`src/rtl/skinny_sbox_layer_cms1_ctrl.sv`:
```
// Serialises a 2-share 16-byte SKINNY state through one shared CMS1 S-box,
// one byte per randomness handshake, and reassembles the substituted shares.
module skinny_sbox_layer_cms1_ctrl #(
    parameter int NBYTES = 16,
    parameter int RW     = 76
) (
    input  logic                clk,
    input  logic                rst,
    input  logic                start,
    input  logic [8*NBYTES-1:0] in_s0,
    input  logic [8*NBYTES-1:0] in_s1,
    input  logic [RW-1:0]       rnd,
    input  logic                rnd_valid,
    output logic                rnd_ready,
    output logic [7:0]          sb_si0,
    output logic [7:0]          sb_si1,
    output logic [RW-1:0]       sb_r,
    input  logic [7:0]          sb_bo0,
    input  logic [7:0]          sb_bo1,
    output logic [8*NBYTES-1:0] out_s0,
    output logic [8*NBYTES-1:0] out_s1,
    output logic                busy,
    output logic                done
);

    localparam int W  = 8 * NBYTES;
    localparam int CW = $clog2(NBYTES) + 1;
    localparam logic [CW-1:0] LAST = CW'(NBYTES - 1);

    typedef enum logic [1:0] {
        IDLE,
        FEED,
        DRAIN,
        DONE
    } state_t;

    state_t        r_state;
    logic [W-1:0]  r_sh0;
    logic [W-1:0]  r_sh1;
    logic [W-1:0]  r_out0;
    logic [W-1:0]  r_out1;
    logic [CW-1:0] r_feed_cnt;
    logic [CW-1:0] r_cap_cnt;
    logic          r_cap_v;
    logic          r_rnd_ready;
    logic          r_busy;
    logic          r_done;
    logic          w_fire;

    // Without fresh randomness the S-box sees all-zero inputs, never stale shares
    assign w_fire    = rnd_valid & r_rnd_ready;
    assign sb_si0    = w_fire ? r_sh0[W-1 -: 8] : 8'h00;
    assign sb_si1    = w_fire ? r_sh1[W-1 -: 8] : 8'h00;
    assign sb_r      = w_fire ? rnd : '0;
    assign rnd_ready = r_rnd_ready;
    assign out_s0    = r_out0;
    assign out_s1    = r_out1;
    assign busy      = r_busy;
    assign done      = r_done;

    always_ff @(posedge clk) begin
        if (rst) begin
            r_state     <= IDLE;
            r_sh0       <= '0;
            r_sh1       <= '0;
            r_out0      <= '0;
            r_out1      <= '0;
            r_feed_cnt  <= '0;
            r_cap_cnt   <= '0;
            r_cap_v     <= 1'b0;
            r_rnd_ready <= 1'b0;
            r_busy      <= 1'b0;
            r_done      <= 1'b0;
        end else begin
            r_cap_v <= w_fire;
            r_done  <= 1'b0;
            // S-box output lands one cycle after the byte that produced it
            if (r_cap_v) begin
                r_out0    <= {r_out0[W-9:0], sb_bo0};
                r_out1    <= {r_out1[W-9:0], sb_bo1};
                r_cap_cnt <= r_cap_cnt + 1'b1;
            end
            unique case (r_state)
                IDLE: begin
                    if (start) begin
                        r_sh0       <= in_s0;
                        r_sh1       <= in_s1;
                        r_feed_cnt  <= '0;
                        r_cap_cnt   <= '0;
                        r_rnd_ready <= 1'b1;
                        r_busy      <= 1'b1;
                        r_state     <= FEED;
                    end
                end
                FEED: begin
                    if (w_fire) begin
                        r_sh0      <= {r_sh0[W-9:0], 8'h00};
                        r_sh1      <= {r_sh1[W-9:0], 8'h00};
                        r_feed_cnt <= r_feed_cnt + 1'b1;
                        if (r_feed_cnt == LAST) begin
                            r_rnd_ready <= 1'b0;
                            r_state     <= DRAIN;
                        end
                    end
                end
                DRAIN: begin
                    if (r_cap_v && (r_cap_cnt == LAST)) begin
                        r_busy  <= 1'b0;
                        r_done  <= 1'b1;
                        r_state <= DONE;
                    end
                end
                DONE: begin
                    r_state <= IDLE;
                end
                default: begin
                    r_state <= IDLE;
                end
            endcase
        end
    end

endmodule
```
`config.mk`:
```
export PLATFORM = sky130hd
export DESIGN_NAME = skinny_sbox_layer_cms1_ctrl
export DESIGN_NICKNAME = d
export VERILOG_FILES = /design/src/rtl/skinny_sbox_layer_cms1_ctrl.sv
export SDC_FILE = /design/constraint.sdc
export NUM_CORES = 1
export LEC_CHECK = 0
export BUFFER_PORTS_ARGS = -buffer_cell sky130_fd_sc_hd__buf_2
export CORE_AREA = 4 4 275 277
export DETAILED_ROUTE_END_ITERATION = 10
export DIE_AREA = 0 0 279 281
export HOLD_SLACK_MARGIN = 0.02
export PLACE_DENSITY = 0.63
export SLEW_MARGIN = 20
export SYNTH_ARGS = -nofsm -noshare
export SYNTH_HDL_FRONTEND = slang
export SYNTH_SLANG_ARGS = --single-unit
```
`constraint.sdc`:
```
create_clock -name clk -period 1.6 [get_ports clk]
set_input_delay 0.08 -clock clk [delete_from_list [all_inputs] [get_ports clk]]
set_output_delay 0.08 -clock clk [all_outputs]
set_load 0.01 [all_outputs]
```
Yosys cells after proc, flatten, opt, wreduce, memory -nomap -nowiden
Index checks and enable logic that the tools add are counted.
W data, S select, Z words.
- register bits: 528
- output and inout port bits: 351
- word-level logic and storage cells: 60
- $add $sub $neg: 2
- eq/ne operators: 9
- multiplexer cells: 27
- bitwise operators: 2
- reduce and logical (&&, ||, !) cells: 9
- operators by type and width (operator ; count):
    $mux W128 ; 4
    $pmux W128 S2 ; 2
    $mux W76 ; 1
    $mux W5 ; 5
    $mux W8 ; 2
    $add A5 B1 Y5 const B ; 2
    $eq A5 B4 Y1 const B ; 2
    $pmux W5 S2 ; 1
    $mux W2 ; 4
    $ne A2 B2 Y1 const B ; 4
    $pmux W2 S4 ; 1
    $reduce_and A4 Y1 ; 2
    $reduce_and A3 Y1 ; 2
    $mux W1 ; 5
    $eq A2 B2 Y1 const B ; 2
    $pmux W1 S2 ; 2
    $reduce_bool A2 Y1 ; 2
    $eq A2 B1 Y1 const B ; 1
    $logic_not A2 Y1 ; 1
    $reduce_or A2 Y1 ; 1
    $and A1 B1 Y1 ; 1
    $logic_and A1 B1 Y1 ; 1
    $not A1 Y1 ; 1

Depth between registers and ports, before layout
Gate-level depths: netlist (run 1).
- word-level depth: 4
- gate-level depth with buffers: 9

Worst setup path after synthesis (run 1)
No wires, ideal clock.
- path type: register -> register
- from: register r_state[0]
- to: register r_sh0[10]
- arrival: 1.631 ns
- slack: -0.174 ns
- cell stages (with the launch flop): 10
- clock period less this slack: 1.774 ns
- path through: dfxtp_1 inv_1 ha_1 buf_6 mux2_4 buf_4 buf_6 buf_2 a21oi_1 a211oi_2
- cells in the longest elaborated chain, start to end: 3
- ends and longest elaborated chain (element ; line ; source):
    from (decl) ; 37 ; state_t r_state;
    from (signal assigned) ; 63 ; r_state <= IDLE;
    from (signal assigned) ; 92 ; r_state <= FEED;
    from (signal assigned) ; 102 ; r_state <= DRAIN;
    $eq A2 B1 Y1 or $logic_not A2 Y1 (tied branches) ; 83 ; unique case (r_state)
    $ne A2 B2 Y1 (no line) or $reduce_bool A2 Y1 (tied branches) ; - ;
    $reduce_and A3 Y1 (no line) ; - ;
    to (signal assigned) ; 86 ; r_sh0 <= in_s0;
    to (signal assigned) ; 97 ; r_sh0 <= {r_sh0[W-9:0], 8'h00};
    to (decl) ; 38 ; logic [W-1:0] r_sh0;
Parallel ways exist; a longest one is shown, timed or not.
A chain may end at the register's enable or synchronous reset.

Worst setup path after layout (run 1)
- from: register r_state[1]
- to: register r_sh1[37]
- cells in the longest elaborated chain, start to end: 3
- ends and longest elaborated chain (element ; line ; source):
    $eq A2 B1 Y1 or $logic_not A2 Y1 (tied branches) ; 83 ;
    $ne A2 B2 Y1 (no line) or $reduce_bool A2 Y1 (tied branches) ; - ;
    $reduce_and A3 Y1 (no line) ; - ;
    to (signal assigned) ; 87 ; r_sh1 <= in_s1;
    to (signal assigned) ; 98 ; r_sh1 <= {r_sh1[W-9:0], 8'h00};
    to (decl) ; 39 ; logic [W-1:0] r_sh1;
Parallel ways exist; a longest one is shown, timed or not.

==> results of run 1 <==
-- final timing paths --
path / start / end / slack, ps / cells after the start
setup / recovery: r_state[1] / r_sh1[37] / -130 / 6
hold / removal: rnd_valid / r_feed_cnt[3] / 250 / 5
setup reg to reg: r_state[1] / r_sh1[37] / -130 / 6
hold reg to reg: r_sh1[2] / r_sh1[2] / 470 / 2
-- critical path, stage by stage (launching register included) --
cell      delay (ps)
dfxtp_2          330
inv_4             70
ha_4             220
mux2_8           460
buf_12           210
a21oi_2          220
a211oi_2          70
-- repair_timing --
action,in CTS,in global routing
buffers inserted,4,10
hold endpoints to repair,291,0
gates cloned,16,9
pin swaps,1,16
setup endpoints to repair,261,351
hold buffers,275,0
gates resized for setup,76,120
-- cell usage after synthesis, drive strengths merged --
library cell / count
o211ai: 1
or4: 1
o21ai: 19
a21bo: 1
and2: 2
nand3b: 1
nand3: 4
nand4: 2
xor2: 2
o41a: 1
nor4: 1
mux2i: 500
nor2b: 2
ha: 7
xnor2: 1
a21oi: 261
a211oi: 243
a21boi: 2
nor2: 264
inv: 5
and3b: 1
dfxtp: 528
or3: 1
clkbuf: 95
o31ai: 2
buf: 128
and3: 94
mux2: 1
nand2: 23
nand4b: 2
or2b: 1
-- logic make-up (layout without fill, tap and decap cells) --
logic type / Yosys count / count (layout)
AO/OA/AOI/OAI: 530 / 530
flip-flops: 528 / 528
multiplexers: 501 / 503
AND/OR/NAND/NOR: 399 / 399
buffers and inverters: 228 / 1259
adder cells (fa/ha/maj): 7 / 7
XOR/XNOR: 3 / 3
other: 0 / 10
-- power breakdown --
part	leakage (nW)	internal (W)	switching (W)
Combinational	8.91	0.0117	0.0122
Clock	1.02	0.00858	0.00575
Sequential	4.31	0.0162	0.00223
Total	14.2	0.0365	0.0202
-- metal layers --
layer	vias to the layer above	GRT usage, %
met5	-	0
met4	12	5.47
met3	145	6.40
met2	828	35.1
met1	10063	26.9
li1	9928	-
-- area by class of cell --
cell class,count,area [µm²],area share (%)
tap,959,1200,3.53
multi-input combinational,1442,11300,33.2
sequential,528,10600,31.1
inverter,5,21.3,0.0626
clock buffer,85,1710,5.04
timing repair buffer,1147,8790,25.9
antenna,10,25.0,0.0737
clock inverter,22,360,1.06
-- through the flow --
step | setup WS (ps) | utilization (%) | std cells | hold WS [ps] | cell area [µm²]
final | -134 | 46.6 | 4198 | 246 | 34000
after floorplan | -48.9 | - | 2196 | 220 | 22400
after global routing | -186 | 46.6 | 4196 | 243 | 34000
after global placement | -155 | 37.7 | 3768 | 319 | 27500
after detailed placement | -154 | 37.7 | 3768 | 325 | 27500
after CTS | -123 | 45.5 | 4170 | 173 | 33100
-- flip-flops by register name, summed over array words and instances (netlist names), 2 cells and up --
register and count:
r_state 2, out_s0 128, r_feed_cnt 5, r_sh1 128, r_cap_cnt 5, out_s1 128
r_sh0 128
==> flow_summary_export.csv, run 1 <==
group,metric,value,unit
routing,maxUsedRoutingLayer,"met5",
sta,period_share,108,%
run,cap_violations,0,
synth,synth-compound-area-share,15.4,%
sta,hold_viol,0,
placement,io_buffer_count,702,
routing,drt-initial-drc-count,1280,
synth,syn_area,22000,µm²
global_route,antenna_found_initial,19,
routing,ant_nets,0,
status,run_status,"complete, but fails checks",
synth,synth.largest_area_cell,"dfxtp_1",
pwr,ir_worst_vdd,0.00109,V
global_route,grt-ovfl-total,0,
routing,vias_per_cell,5.00,
global_route,grt_max_degree,77,
synth,ys_seq_area_share,48.0,%
clock_network,cts.clk_slew.worst_paths,60,ps
clock_network,clk_latency,630,ps
routing,post_drt_wl_per_cell,21.5,µm
global_route,grt_pass1_wl,131,mm
floorplan,core_area,72800,µm²
sta,finClkSkew,48.9,ps
synth,yosysTopAreaCellShare,48.0,%
setup_path,worstPathMaxFanout,36,
routing,m1WireLength,37.8,mm
synth,synthAdderAreaFrac,0.398,%
floorplan,die_x,279,µm
setup_path,crit_arrival,2190,ps
hold_path,hold_class,"primary input to register",
sta,final_max_slew_viol_count,0,
routing,via_count,20976,
synth,netlist_instances,2196,
global_route,grt_pass1_vias,21103,
pwr,power_density,1670,nW/µm²
finish,final_nets,3541,
global_route,grt_usage,21.1,%
pwr,p_total,0.0567,W
sta,max_slew_margin,72.4,%
setup_path,worstSetupPathType,"register to register",
floorplan,dieHeight,281,µm
routing,first_pass_iters,5,
clock_network,cts_inserted_buffers,58,
sta,max_freq,577,MHz
setup_path,crit_required,2060,ps
pwr,leakage,14.2,nW
sta,min_period,1730,ps
routing,wl_met2,42.8,mm
placement,finalWeightedCongestion,1.03,
sta,worstMarginPinSlew,414,ps
synth,synth_area_per_cell,10.0,µm²
setup_path,start_kind,"register",
synth,synthSimpleGateAreaFrac,8.13,%
routing,drc_errors,0,
synth,synth_area_leaders,"dfxtp_1 48%, mux2i_1 23%, a211oi_1 7.6%",
synth,synth_seq_cells,528,
routing,routed_wl,90.1,mm
finish,area_growth,54.2,%
floorplan,die-area,78400,µm²
setup_path,end_kind,"register",
synth,syn-num-nets,2555,
finish,layout_common_cells,"689 x buf_2, 524 x dfxtp_1, 482 x mux2i_1, 275 x dlygate4sd3_1, 263 x nor2_1",
clock_network,cts_tree,"built",
placement,dp_hpwl,59.8,mm
sta,rsz0062_at_grt,"true",
sta,fin_ws,-134,ps
status,violations,"setup timing",
clock_network,htreeDepth,2,
clock_network,clk_path_buf_depth,3,
synth,synth_top_family_by_area,"multiplexers",
sta,tns,-16620,ps
sta,setup_viol,304,
finish,num-fill-cells,6642,
synth,synth_xor_area_share,0.119,%
synth,synthMuxAreaShare,22.8,%
routing,wl_met3,7.17,mm
floorplan,pin_count,703,
finish,layout_commonest_cell,"buf_2",
clock_network,cts_root_buffer,"clkbuf_16",
finish,final_layout_size_suffix_gt1_share,37.0,%
floorplan,rows,99,
synth,yosys_warnings,0,
synth,synth.distinct_cells,40,
floorplan,start_util,30.2,%
clock_network,clock-sinks,528,
Power figures use the tool's default switching activity.
==> run 2, diff against run 1 <==
- ABC_CLOCK_PERIOD_IN_PS: not set -> 1600
- CTS_CLUSTER_SIZE: not set -> 25
- RECOVER_POWER: not set -> 100
==> flow_summary_export.csv, run 2 (synthesized netlist as in run 1, its figures left out) <==
group,metric,value,unit
status,run_status,"complete, but fails checks",
status,violations,"setup timing",
sta,period_share,108,%
setup_path,r2r_end,"r_sh0[29]",
global_route,grt-ovfl-total,0,
finish,fin_area,33700,µm²
floorplan,die-area,78400,µm²
floorplan,rows,99,
sta,setup_viol,307,
clock_network,cts_tree,"built",
clock_network,htreeDepth,2,
clock_network,clk_path_buf_depth,3,
pwr,p_comb_share,42.1,%
global_route,grt_pass1_vias,21103,
sta,max_freq,576,MHz
pwr,switchingPower,0.0201,W
placement,dp_hpwl,59.8,mm
routing,routed_wl,89.8,mm
routing,via_count,21067,
routing,drc_errors,0,
pwr,switching_share,35.6,%
pwr,ir_worst_vdd,0.00109,V
sta,min_period,1740,ps
finish,final_layout_size_suffix_gt1_share,30.8,%
global_route,grt_usage,21.1,%
hold_path,hold_depth,5,
setup_path,crit_required,2090,ps
floorplan,core_area,72800,µm²
sta,hold_viol,0,
pwr,leakage,13.4,nW
routing,vias_per_cell,5.02,
setup_path,r2r_cells,6,
finish,layout_commonest_cell,"dfxtp_1",
placement,finalWeightedCongestion,1.03,
setup_path,reg2reg_slack,-140,ps
finish,area_growth,52.9,%
sta,rsz0062_at_grt,"true",
routing,first_pass_iters,5,
floorplan,die_x,279,µm
global_route,grt_max_degree,77,
clock_network,cts_inserted_buffers,58,
floorplan,start_util,30.2,%
clock_network,cts.clk_slew.worst_paths,60,ps
run,cap_violations,0,
setup_path,start_kind,"register",
sta,hold_slack,244,ps
sta,fin_ws,-136,ps
setup_path,worstPathMaxFanout,7,
routing,ant_nets,0,
setup_path,r2r_start,"r_state[1]",
floorplan,dieHeight,281,µm
routing,post_drt_wl_per_cell,21.4,µm
hold_path,hold_class,"primary input to register",
hold_path,min_from,"rnd_valid",
pwr,power.share.clock,25.3,%
sta,finClkSkew,47.5,ps
global_route,grt_pass1_wl,131,mm
setup_path,crit_arrival,2230,ps
sta,worstMarginPinSlew,444,ps
finish,num-fill-cells,6757,
pwr,internal-power,0.0364,W
sta,final_max_slew_viol_count,0,
placement,placed_area,27500,µm²
pwr,power_density,1680,nW/µm²
setup_path,end_kind,"register",
setup_path,worstSetupPathType,"register to register",
pwr,power_frac_seq,32.6,%
finish,layout_common_cells,"525 x dfxtp_1, 493 x buf_2, 482 x mux2i_1, 275 x dlygate4sd3_1, 263 x nor2_1",
global_route,antenna_found_initial,19,
clock_network,clock-sinks,528,
placement,io_buffer_count,702,
routing,drt-initial-drc-count,1351,
clock_network,cts_root_buffer,"clkbuf_16",
sta,max_slew_margin,70.4,%
clock_network,clk_latency,630,ps
finish,final_nets,3541,
hold_path,hold_path_end,"r_feed_cnt[3]",
floorplan,pin_count,703,
## run 2: power groups by stage
stage | combinational (W) | clock (W) | sequential [W]
finish | 0.0238 | 0.0143 | 0.0184
global route | 0.0254 | 0.0151 | 0.0187
CTS | 0.0216 | 0.0146 | 0.0182
detailed placement | 0.0184 | 0 | 0.0184
global placement | 0.0182 | 0 | 0.0184
floorplan | 0.0134 | 0 | 0.0177
## run 2: layer usage
metal / global-route usage [%] / share of wire [%] / vias to the layer above
li1: - / - / 9920
met1: 26.9 / 42 / 10128
met2: 35.1 / 48 / 858
met3: 6.40 / 8.2 / 149
met4: 5.47 / 2.6 / 12
met5: 0 / 0.077 / -
## run 2: worst max-delay path by stage
stage,end,cells after the start,from,slack (ps)
2_1_floorplan,r_sh0[45],9,r_state[1],-50
6_report,r_sh0[29],6,r_state[1],-140
3_3_place_gp,r_sh0[64],7,r_state[1],-160
5_1_grt,r_sh0[29],6,r_state[1],-190
3_5_place_dp,r_sh0[64],7,r_state[1],-150
4_1_cts,r_sh1[28],7,r_state[0],-120
## run 2: layout make-up
class / count / area (µm²) / area share (%)
diodes: 12 / 30.0 / 0.0892
flip-flops and latches: 528 / 10600 / 31.4
inverters: 5 / 21.3 / 0.0632
well taps: 959 / 1200 / 3.56
clock buffers: 85 / 1710 / 5.09
multi-input cells: 1442 / 11300 / 33.5
clock inverters: 22 / 360 / 1.07
repair buffers: 1147 / 8500 / 25.2
## run 2: metrics by stage
step | setup TNS [ps] | worst slack [ps] | std cells | util [%] | total power, W
floorplan | -7440 | -48.9 | 2196 | - | 0.0310
global placement | -4090 | -155 | 3768 | 37.7 | 0.0366
detailed placement | -8060 | -154 | 3768 | 37.7 | 0.0368
CTS | -20930 | -123 | 4170 | 45.5 | 0.0545
global route | -42530 | -186 | 4196 | 46.2 | 0.0592
finish | -17320 | -136 | 4200 | 46.2 | 0.0566
## run 2: critical path, stage by stage, from the launching register on
cell and delay (ps):
dfxtp_2 330, inv_4 70, ha_4 220, mux2_4 430, bufbuf_16 320, a21oi_1 170, a211oi_1 80
## run 2: repair_timing
item                       4_1_cts  5_1_grt
hold buffers                   275        0
setup endpoints to repair      261      351
gates resized for setup         76      120
hold endpoints to repair       291        0
pin swaps                        1       16
buffers inserted                 4       10
gates cloned                    16        9
==> run 3, diff against run 2 <==
- CORE_AREA: 4 4 275 277 -> 4 4 269 271
- CTS_BUF_LIST: not set -> sky130_fd_sc_hd__clkbuf_8
- DIE_AREA: 0 0 279 281 -> 0 0 273 275
- PLACE_DENSITY: 0.63 -> 0.65
==> flow_summary_export.csv, run 3 (synthesized netlist as in run 1, its figures left out) <==
group,metric,value,unit
clock_network,cts.clk_slew.worst_paths,70,ps
floorplan,core_area,69800,µm²
finish,area_growth,66.5,%
setup_path,end_kind,"register",
setup_path,start_kind,"register",
setup_path,worstSetupPathType,"register to register",
routing,vias_per_cell,5.23,
clock_network,cts_root_buffer,"clkbuf_8",
finish,layout_commonest_cell,"dfxtp_1",
global_route,grt_max_degree,80,
floorplan,die_x,273,µm
clock_network,cts_tree,"built",
clock_network,cts_inserted_buffers,92,
hold_path,hold_class,"primary input to register",
pwr,leakage,14.2,nW
floorplan,die-area,75100,µm²
setup_path,startpoint,"r_state[1]",
clock_network,htreeDepth,3,
placement,finalWeightedCongestion,0.862,
sta,rsz0062_at_grt,"true",
hold_path,min_from,"rnd_valid",
clock_network,clock-sinks,528,
sta,min_period,1940,ps
pwr,power_density,1780,nW/µm²
routing,first_pass_iters,5,
sta,worstMarginPinSlew,823,ps
sta,fin_ws,-343,ps
setup_path,r2r_cells,9,
routing,via_count,22569,
clock_network,clk_latency,720,ps
setup_path,worstPathMaxFanout,7,
global_route,grt_usage,23.5,%
global_route,grt_pass1_vias,22217,
setup_path,crit_arrival,2470,ps
sta,finClkSkew,63.9,ps
routing,ant_nets,0,
floorplan,pin_count,703,
sta,max_freq,515,MHz
floorplan,rows,97,
routing,drt-initial-drc-count,1859,
setup_path,crit_required,2130,ps
routing,drc_errors,0,
sta,tns,-56210,ps
global_route,grt-ovfl-total,0,
sta,max_slew_margin,45.1,%
placement,dp_hpwl,59.1,mm
placement,io_buffer_count,702,
sta,period_share,121,%
clock_network,clk_path_buf_depth,3,
setup_path,reg2reg_slack,-340,ps
finish,final_layout_size_suffix_gt1_share,37.1,%
sta,final_max_slew_viol_count,0,
setup_path,r2r_start,"r_state[1]",
setup_path,crit_path_end,"r_sh1[58]",
finish,final_nets,3657,
setup_path,r2r_end,"r_sh1[58]",
status,run_status,"complete, but fails checks",
finish,layout_common_cells,"524 x dfxtp_1, 476 x mux2i_1, 408 x buf_2, 275 x dlygate4sd3_1, 263 x nor2_1",
run,cap_violations,0,
sta,setup_viol,466,
sta,hold_viol,0,
routing,post_drt_wl_per_cell,23.5,µm
status,violations,"setup timing",
pwr,ir_worst_vdd,0.000876,V
floorplan,dieHeight,275,µm
finish,postLayoutCoreUtil,52.5,%
global_route,grt_pass1_wl,137,mm
floorplan,start_util,31.6,%
global_route,antenna_found_initial,21,
routing,routed_wl,101,mm
==> run 3: cell types whose count changed in the layout (fill, tap and decap cells not counted), moves of 16 or more <==
cell and change:
buf_6 +35, a21oi_1 -96, clkbuf_1 +48, clkbuf_8 +99, clkbuf_16 -43, buf_12 +40, a21oi_2 +16, a21oi_4 +80
a211oi_2 +85, buf_2 -85, a211oi_1 -87, inv_1 +26
==> run 3: repair_timing <==
item                                   4_1_cts  5_1_grt
setup endpoints to repair                  341      355
pin swaps                                   94      126
hold buffers                               275        0
endpoints found under the hold margin      466        0
buffers inserted                            48       14
gates resized for setup                    259      388
cloned                                      37       23
==> run 3: critical path, stage by stage, from the launching register on <==
cell and delay, ps:
dfxtp_2 350, inv_4 50, ha_4 170, buf_6 120
mux2i_4 200, nor2_4 80, buf_12 160, buf_8 140
buf_16 140, a211oi_2 400
==> run 3: worst min path at each step <==
stage	end	slack, ps	depth (start not counted)
2_1_floorplan	r_sh0[0]	220	2
3_3_place_gp	out_s0[1]	310	3
3_5_place_dp	out_s1[0]	320	3
4_1_cts	r_feed_cnt[1]	60	5
5_1_grt	r_feed_cnt[1]	130	5
6_report	r_feed_cnt[1]	90	5
==> run 3: through the flow <==
stage / worst slack [ps] / hold WS [ps] / power [W] / instances / instance area, µm²
2_1_floorplan: -48.9 / 220 / 0.0310 / 2196 / 22400
3_3_place_gp: -109 / 315 / 0.0368 / 3762 / 27600
3_5_place_dp: -170 / 323 / 0.0370 / 3762 / 27600
4_1_cts: -252 / 56.4 / 0.0578 / 4280 / 34700
5_1_grt: -342 / 128 / 0.0678 / 4310 / 36700
6_report: -343 / 87.3 / 0.0653 / 4315 / 36700
==> run 3: power by group <==
part           leakage (nW)  total, W  internal (W)  switching, W
Clock                  1.07    0.0128       0.00673       0.00608
Combinational          8.81    0.0333        0.0169        0.0164
Sequential             4.31    0.0192        0.0162       0.00298
Total                  14.2    0.0653        0.0399        0.0254
==> run 3: layer usage <==
layer | track usage, % | part of all wire, %
met4 | 7.53 | 4.4
met2 | 39.8 | 48
met5 | 0 | 0.034
met1 | 29.5 | 40
met3 | 5.66 | 8.1
==> run 3: layout make-up <==
type	count	area, µm²
clock inverters	45	299
clock buffers	115	1580
well taps	940	1180
flip-flops and latches	528	10600
diodes	11	27.5
inverters	5	21.3
fillers	5959	33100
multi-input cells	1443	12800
repair buffers	1228	10200
